File: src/rtl/step_counter_pkg.sv
// Shared constants and helpers for the step counter and its prescaler.
package step_counter_pkg;

  localparam logic DIR_UP   = 1'b1;
  localparam logic DIR_DOWN = 1'b0;

  localparam int MODE_WRAP = 0;
  localparam int MODE_SAT  = 1;

  // Ceiling log2, usable in parameter context.
  function automatic int clog2(input int v);
    int r;
    r = 0;
    for (int i = 0; i < 31; i++) begin
      if ((1 << i) < v) r = i + 1;
    end
    return r;
  endfunction

endpackage

File: src/rtl/step_prescaler.sv
// Prescaler: counts enabled cycles 0..PRESCALE-1 and strobes tick on the last one.
module step_prescaler
  import step_counter_pkg::*;
#(
  parameter int PRESCALE = 1
) (
  input  logic clk,
  input  logic rst,
  input  logic en,
  input  logic sclr,
  output logic tick
);

  localparam int PW = (clog2(PRESCALE) < 1) ? 1 : clog2(PRESCALE);
  localparam logic [PW-1:0] LAST = PW'(PRESCALE - 1);

  logic [PW-1:0] pre_cnt;
  logic          at_last;

  assign at_last = (pre_cnt == LAST);

  always_ff @(posedge clk or posedge rst) begin
    if (rst) begin
      pre_cnt <= '0;
    end else if (sclr) begin
      pre_cnt <= '0;
    end else if (en) begin
      pre_cnt <= at_last ? '0 : pre_cnt + PW'(1);
    end
  end

  // rst gating keeps tick quiet during reset even when PRESCALE is 1.
  assign tick = en & ~sclr & ~rst & at_last;

endmodule

File: src/rtl/step_counter_n.sv
// Modulo-N up/down counter with prescaler, wrap/saturate mode and terminal-count pulse.
// Optional STEP_COUNTER_N_GRAY_EN adds a registered Gray-coded copy of the count (out_gray).
module step_counter_n
  import step_counter_pkg::*;
#(
  parameter int WIDTH    = 2,
  parameter int MODULUS  = 4,
  parameter int PRESCALE = 1,
  parameter int SATURATE = 0
) (
  input  logic             clk,
  input  logic             rst,
  input  logic             en,
  input  logic             up,
  input  logic             clr,
  input  logic             load,
  input  logic [WIDTH-1:0] load_val,
  output logic [WIDTH-1:0] out,
  output logic             tick,
  output logic             tc
`ifdef STEP_COUNTER_N_GRAY_EN
  ,
  output logic [WIDTH-1:0] out_gray
`endif
);

  localparam logic [WIDTH-1:0] MAXV   = WIDTH'(MODULUS - 1);
  localparam logic [WIDTH-1:0] PENULT = WIDTH'(MODULUS - 2);
  localparam logic             SAT    = (SATURATE == MODE_SAT);

  logic [WIDTH-1:0] d_out;
  logic             d_tc;

  step_prescaler #(.PRESCALE(PRESCALE)) u_pre (
    .clk  (clk),
    .rst  (rst),
    .en   (en),
    .sclr (clr | load),
    .tick (tick)
  );

  // Next count and tc, priority clr > load > step; out-of-range states fall to 0.
  always_comb begin
    d_out = out;
    d_tc  = 1'b0;
    if (clr) begin
      d_out = '0;
    end else if (load) begin
      d_out = (load_val > MAXV) ? MAXV : load_val;
    end else if (tick) begin
      if (out > MAXV) begin
        d_out = '0;
      end else if (up == DIR_UP) begin
        if (out != MAXV) begin
          d_out = out + WIDTH'(1);
          d_tc  = SAT && (out == PENULT);
        end else if (!SAT) begin
          d_out = '0;
          d_tc  = 1'b1;
        end
      end else begin
        if (out != '0) begin
          d_out = out - WIDTH'(1);
          d_tc  = SAT && (out == WIDTH'(1));
        end else if (!SAT) begin
          d_out = MAXV;
          d_tc  = 1'b1;
        end
      end
    end
  end

  always_ff @(posedge clk or posedge rst) begin
    if (rst) begin
      out <= '0;
      tc  <= 1'b0;
    end else begin
      out <= d_out;
      tc  <= d_tc;
    end
  end

`ifdef STEP_COUNTER_N_GRAY_EN
  always_ff @(posedge clk or posedge rst) begin
    if (rst) out_gray <= '0;
    else     out_gray <= d_out ^ (d_out >> 1);
  end
`endif

endmodule

File: config.mk
export PLATFORM = sky130hd
export DESIGN_NAME = step_counter_n
export DESIGN_NICKNAME = d
export VERILOG_FILES = /design/src/rtl/step_counter_pkg.sv /design/src/rtl/step_prescaler.sv /design/src/rtl/step_counter_n.sv
export SDC_FILE = /design/constraint.sdc
export NUM_CORES = 1
export LEC_CHECK = 0
export BUFFER_PORTS_ARGS = -buffer_cell sky130_fd_sc_hd__buf_2
export CORE_AREA = 5 5 42 44
export CTS_CLUSTER_SIZE = 28
export DETAILED_ROUTE_END_ITERATION = 6
export DIE_AREA = 0 0 47 49
export SLEW_MARGIN = 20
export SYNTH_ARGS = -nofsm -noshare
export SYNTH_HDL_FRONTEND = slang
export SYNTH_SLANG_ARGS = --single-unit
File: constraint.sdc
create_clock -name clk -period 2.77 [get_ports clk]
set_input_delay 0.277 -clock clk [delete_from_list [all_inputs] [get_ports clk]]
set_output_delay 0.277 -clock clk [all_outputs]
set_load 0.01 [all_outputs]
Yosys cells after proc, flatten, opt, wreduce, memory -nomap -nowiden
Index checks and enable logic that the tools add are counted.
W data, S select, Z words.
Cells by class
  add/subtract/negate cells: 3
  order comparisons: 2
  equal/unequal tests: 1
  mux-type cells: 18
  bitwise logic cells: 7
  reductions and logical operators: 3
Operators with widths (number)
  $mux W2: 8
  $mux W1: 10
  $gt A2 B2 Y1 const B: 2
  $reduce_bool A2 Y1: 2
  $and A1 B1 Y1: 3
  $not A1 Y1: 3
  $reduce_bool A3 Y1: 1
  $add A2 B1 Y2 const B: 1
  $ne A2 B2 Y1 const B: 1
  $sub A2 B1 Y2 const B: 1
  $add A1 B1 Y1 const B: 1
  $or A1 B1 Y1: 1
Word-level totals
  flip-flop bits (word level): 4
  output and inout port bits: 4

Longest topological paths before layout
  depth after elaboration: 8
  mapped depth: 5

Cells and area by module
From an unflattened synthesis, not the netlist that was laid out.
Second synthesis, totals
  cells, all modules: 24
  area total of the unflattened synthesis: 210.2 sq um
By module, submodules not included
  step_counter_n: instances 1, cells each 23, area each 197.7 sq um, sequential area each 75.1 sq um
  step_prescaler: instances 1, cells each 1, area each 12.5 sq um, sequential area each 0.0 sq um

Worst setup path after synthesis
OpenSTA, ideal clock, no wires.
  path type: register to register
  from: register out[0]
  to: register out[1]
  library setup time: 94 ps
  arrival: 1182 ps
  setup slack: 1494 ps
  stages on the path, launching flop included: 6
  buffers on the path: 0
  cell sequence: dfrtp_1 > inv_1 > ha_1 > xnor2_1 > nand3_1 > a221oi_2
On the way
  word-level cells in the longest chain between the ends: 7
  elaborated cells on any way between the ends: 12
  classes of those cells: 2 x add/sub; 1 x order compare; 1 x eq/ne; 7 x mux; 1 x reduce/logical
RTL lines
  start, declared: RTL line step_counter_n.sv:18  | output logic [WIDTH-1:0] out,
  start signal, assigned: RTL line step_counter_n.sv:78  | out <= d_out;
  $sub A2 B1 Y2, or another cell as far along: RTL line step_counter_n.sv:63  | d_out = out - WIDTH'(1);
  $mux W2, on equally long branches: RTL line step_counter_n.sv:62, step_counter_n.sv:54
  $mux W2: RTL line step_counter_n.sv:53  | end else if (up == DIR_UP) begin
  $mux W2 *: RTL line step_counter_n.sv:51  | if (out > MAXV) begin
  $mux W2 *: RTL line step_counter_n.sv:50  | end else if (tick) begin
  $mux W2 *: RTL line step_counter_n.sv:48  | end else if (load) begin
  $mux W2 *: RTL line step_counter_n.sv:46  | if (clr) begin
Every way passes the cells marked *; elsewhere a longest branch is shown, timed or not. The select of a mux whose other input is x is not followed.
A chain may end at the register's enable or synchronous reset.

Final worst setup path
  from: input rst
  to: output tick
On the way
  word-level cells in the longest chain between the ends: 3
RTL lines
  start, declared: RTL line step_counter_n.sv:12  | input logic rst,
  $not A1 Y1: RTL line step_prescaler.sv:33  | assign tick = en & ~sclr & ~rst & at_last;
  $and A1 B1 Y1 (2 in series): RTL line step_prescaler.sv:33
  end, declared: RTL line step_counter_n.sv:19  | output logic tick,
Every way passes these cells.

==> results.json <==
{
  "synthCells": 23,
  "worst_path_largest_cell_delay_ns": 0.53,
  "drv_cap": 0,
  "die_h_um": 49,
  "cts_tree": "built",
  "fp.dieW_um": 47,
  "path_clk_slew_ns": 0.04,
  "portBuffers": 11,
  "power.leakage_nw": 0.172,
  "vias": 215,
  "ys_seq_area_share_pct": 33.0,
  "maxSlewViolCount": 0,
  "min_delay_path_depth": 2,
  "start_util_pct": 16.2,
  "reg2regPathDepth": 5,
  "grt.overflow.total": 0,
  "finalHoldViolations": 0,
  "grt_pass1_vias": 227,
  "worst_path_dominant_cell_family": "buffers and inverters",
  "drcViolationCount": 0,
  "drive_gt1_share_pct": 41.0,
  "cp_max_fo": 3,
  "clock_sinks": 3,
  "ys_types": 15,
  "antenna_found_initial": 0,
  "timing.fmax_ghz": 0.603,
  "synth.avg_cell_area_um2": 9.90,
  "finalNetCount": 50,
  "skew_ns": 0.00386,
  "syn_area_um2": 228,
  "die_area_um2": 2300,
  "hpwl_um": 479,
  "post_cts_buffers": 0,
  "cp_num_buf_inv": 3,
  "path_depth": 4,
  "ios": 12,
  "grt_first_pass_wirelength_um": 945,
  "drtAntennaViolNets": 0,
  "avgViaCountPerCell": 3.91,
  "setup_viol": 0,
  "period_needed_ns": 1.66,
  "core_um2": 1400,
  "rsz0062_at_grt": "false",
  "gr-usage-all-layers_pct": 6.28,
  "fin_tns_setup_ns": 0,
  "grt_max_degree": 6,
  "wl_um": 573,
  "path_common_cell": "buf_2",
  "synth.ff_latch_count": 3,
  "cp_data_required_time_ns": 2.49,
  "rows": 14,
  "final_cell_mix": "buf_2 (11), inv_1 (4), clkbuf_4 (3), dfrtp_1 (3)",
  "synth_nets": 33,
  "worst_slew_pin_slew_ns": 0.238,
  "first_pass_iters": 4,
  "start_kind": "primary input",
  "crit_slowest_cell": "dlygate4sd3_1",
  "status": "complete, no violations",
  "slew_headroom_pct": 84.1,
  "area_growth_pct": 48.9,
  "first_iter_violations": 6,
  "cts_buffers": 3,
  "htreeDepth": 1,
  "crit_chain": "dlygate4sd3_1 -> buf_2 -> nor4b_4 -> buf_2",
  "ys_warn_count": 0,
  "power_density_nw_per_um2": 466,
  "crit_type": "in2out",
  "cp.arrival_ns": 1.38,
  "final_common_cell": "buf_2",
  "routedWlPerCell_um": 10.4,
  "cts.path.max_buffers": 2,
  "antennaDiodeCount": 0,
  "holdWs_ns": 0.256,
  "clk_latency_ns": 0.24,
  "irDropWorstVdd_v": 0.000207,
  "clock_tree.root_cell": "clkbuf_4",
  "worstHoldPathType": "in2reg",
  "critical_path.endpoint_type": "output port",
  "finalWeightedCongestion": 0.729,
  "min_period_over_period_pct": 59.8
}
==> cells in the mapped netlist <==
library cell,instances,area [µm²]
inv_1,4,15.0
dfrtp_1,3,75.1
a21oi_1,2,10.0
ha_1,2,25.0
nor2b_1,2,12.5
a221oi_2,1,15.0
a22oi_1,1,7.51
and2_1,1,6.26
nand2b_1,1,6.26
nand3_1,1,5.00
nor4b_4,1,23.8
o21a_1,1,7.51
o21ai_0,1,5.00
o21ai_1,1,5.00
xnor2_1,1,8.76
==> registers in the layout, summed over array words and instances, names as in the netlist <==
signal and cells:
out 2, tc 1
==> final timing paths <==
check | from | slack, ns | end
max in group asynchronous | rst | 2.12 | out[0]$_DFFE_PP0P_
min in group asynchronous | rst | 0.50 | out[1]$_DFFE_PP0P_
hold / removal | clr | 0.26 | out[1]$_DFFE_PP0P_
setup / recovery | rst | 1.11 | tick
hold reg to reg | out[0]$_DFFE_PP0P_ | 0.67 | out[0]$_DFFE_PP0P_
setup reg to reg | out[0]$_DFFE_PP0P_ | 1.48 | out[1]$_DFFE_PP0P_
==> power by group <==
part           leakage, nW  total [mW]  internal [mW]  switching [mW]
Combinational        0.117      0.0320         0.0158          0.0162
Sequential          0.0400      0.0490         0.0465         0.00247
Clock               0.0150      0.0770         0.0540          0.0230
==> metal layers <==
metal	up-vias	GRT usage, %	wire (µm)
met2	9	9.28	283
met3	0	5.90	80
met4	0	2.76	0
li1	112	-	-
met1	94	5.74	209
met5	-	0	0
==> layout make-up <==
cell class                 count  area, µm²
timing repair buffer          12       65.1
inverter                       4       15.0
fill                         168       1060
sequential                     3       75.1
tap                           16       20.0
clock buffer                   4       26.3
multi-input combinational     16        138
==> repair_timing <==
action                                 in CTS  in global routing
endpoints found under the hold margin       3                  0
resized for setup                           0                  0
hold buffers                                1                  0
==> per-stage QoR <==
step	std cells	power, mW	util [%]	setup slack, ns	instance area [µm²]
floorplan	23	0.0664	-	1.49	228
global placement	50	0.0809	21.6	1.47	303
detailed placement	50	0.0812	21.6	1.48	303
CTS	55	0.163	24.2	1.11	339
global route	55	0.171	24.2	1.05	339
finish	55	0.158	24.2	1.11	339
==> logic make-up (layout without fill, tap and decap cells) <==
group           Yosys count  count (layout)  synth area share, %
buf+inv                   4              20                 6.59
simple gates              6               6                 23.6
flops                     3               3                 33.0
xor+xnor                  1               1                 3.85
fa+ha+maj                 2               2                 11.0
compound gates            7               7                 22.0
==> worst register-to-register path, cell delays in order (launching register included) <==
cell      delay (ns)
dfrtp_1         0.38
inv_1           0.06
ha_1            0.30
xnor2_1         0.14
nand3_1         0.10
a221oi_2        0.21
No activity file was read; power rests on OpenSTA's default activity.
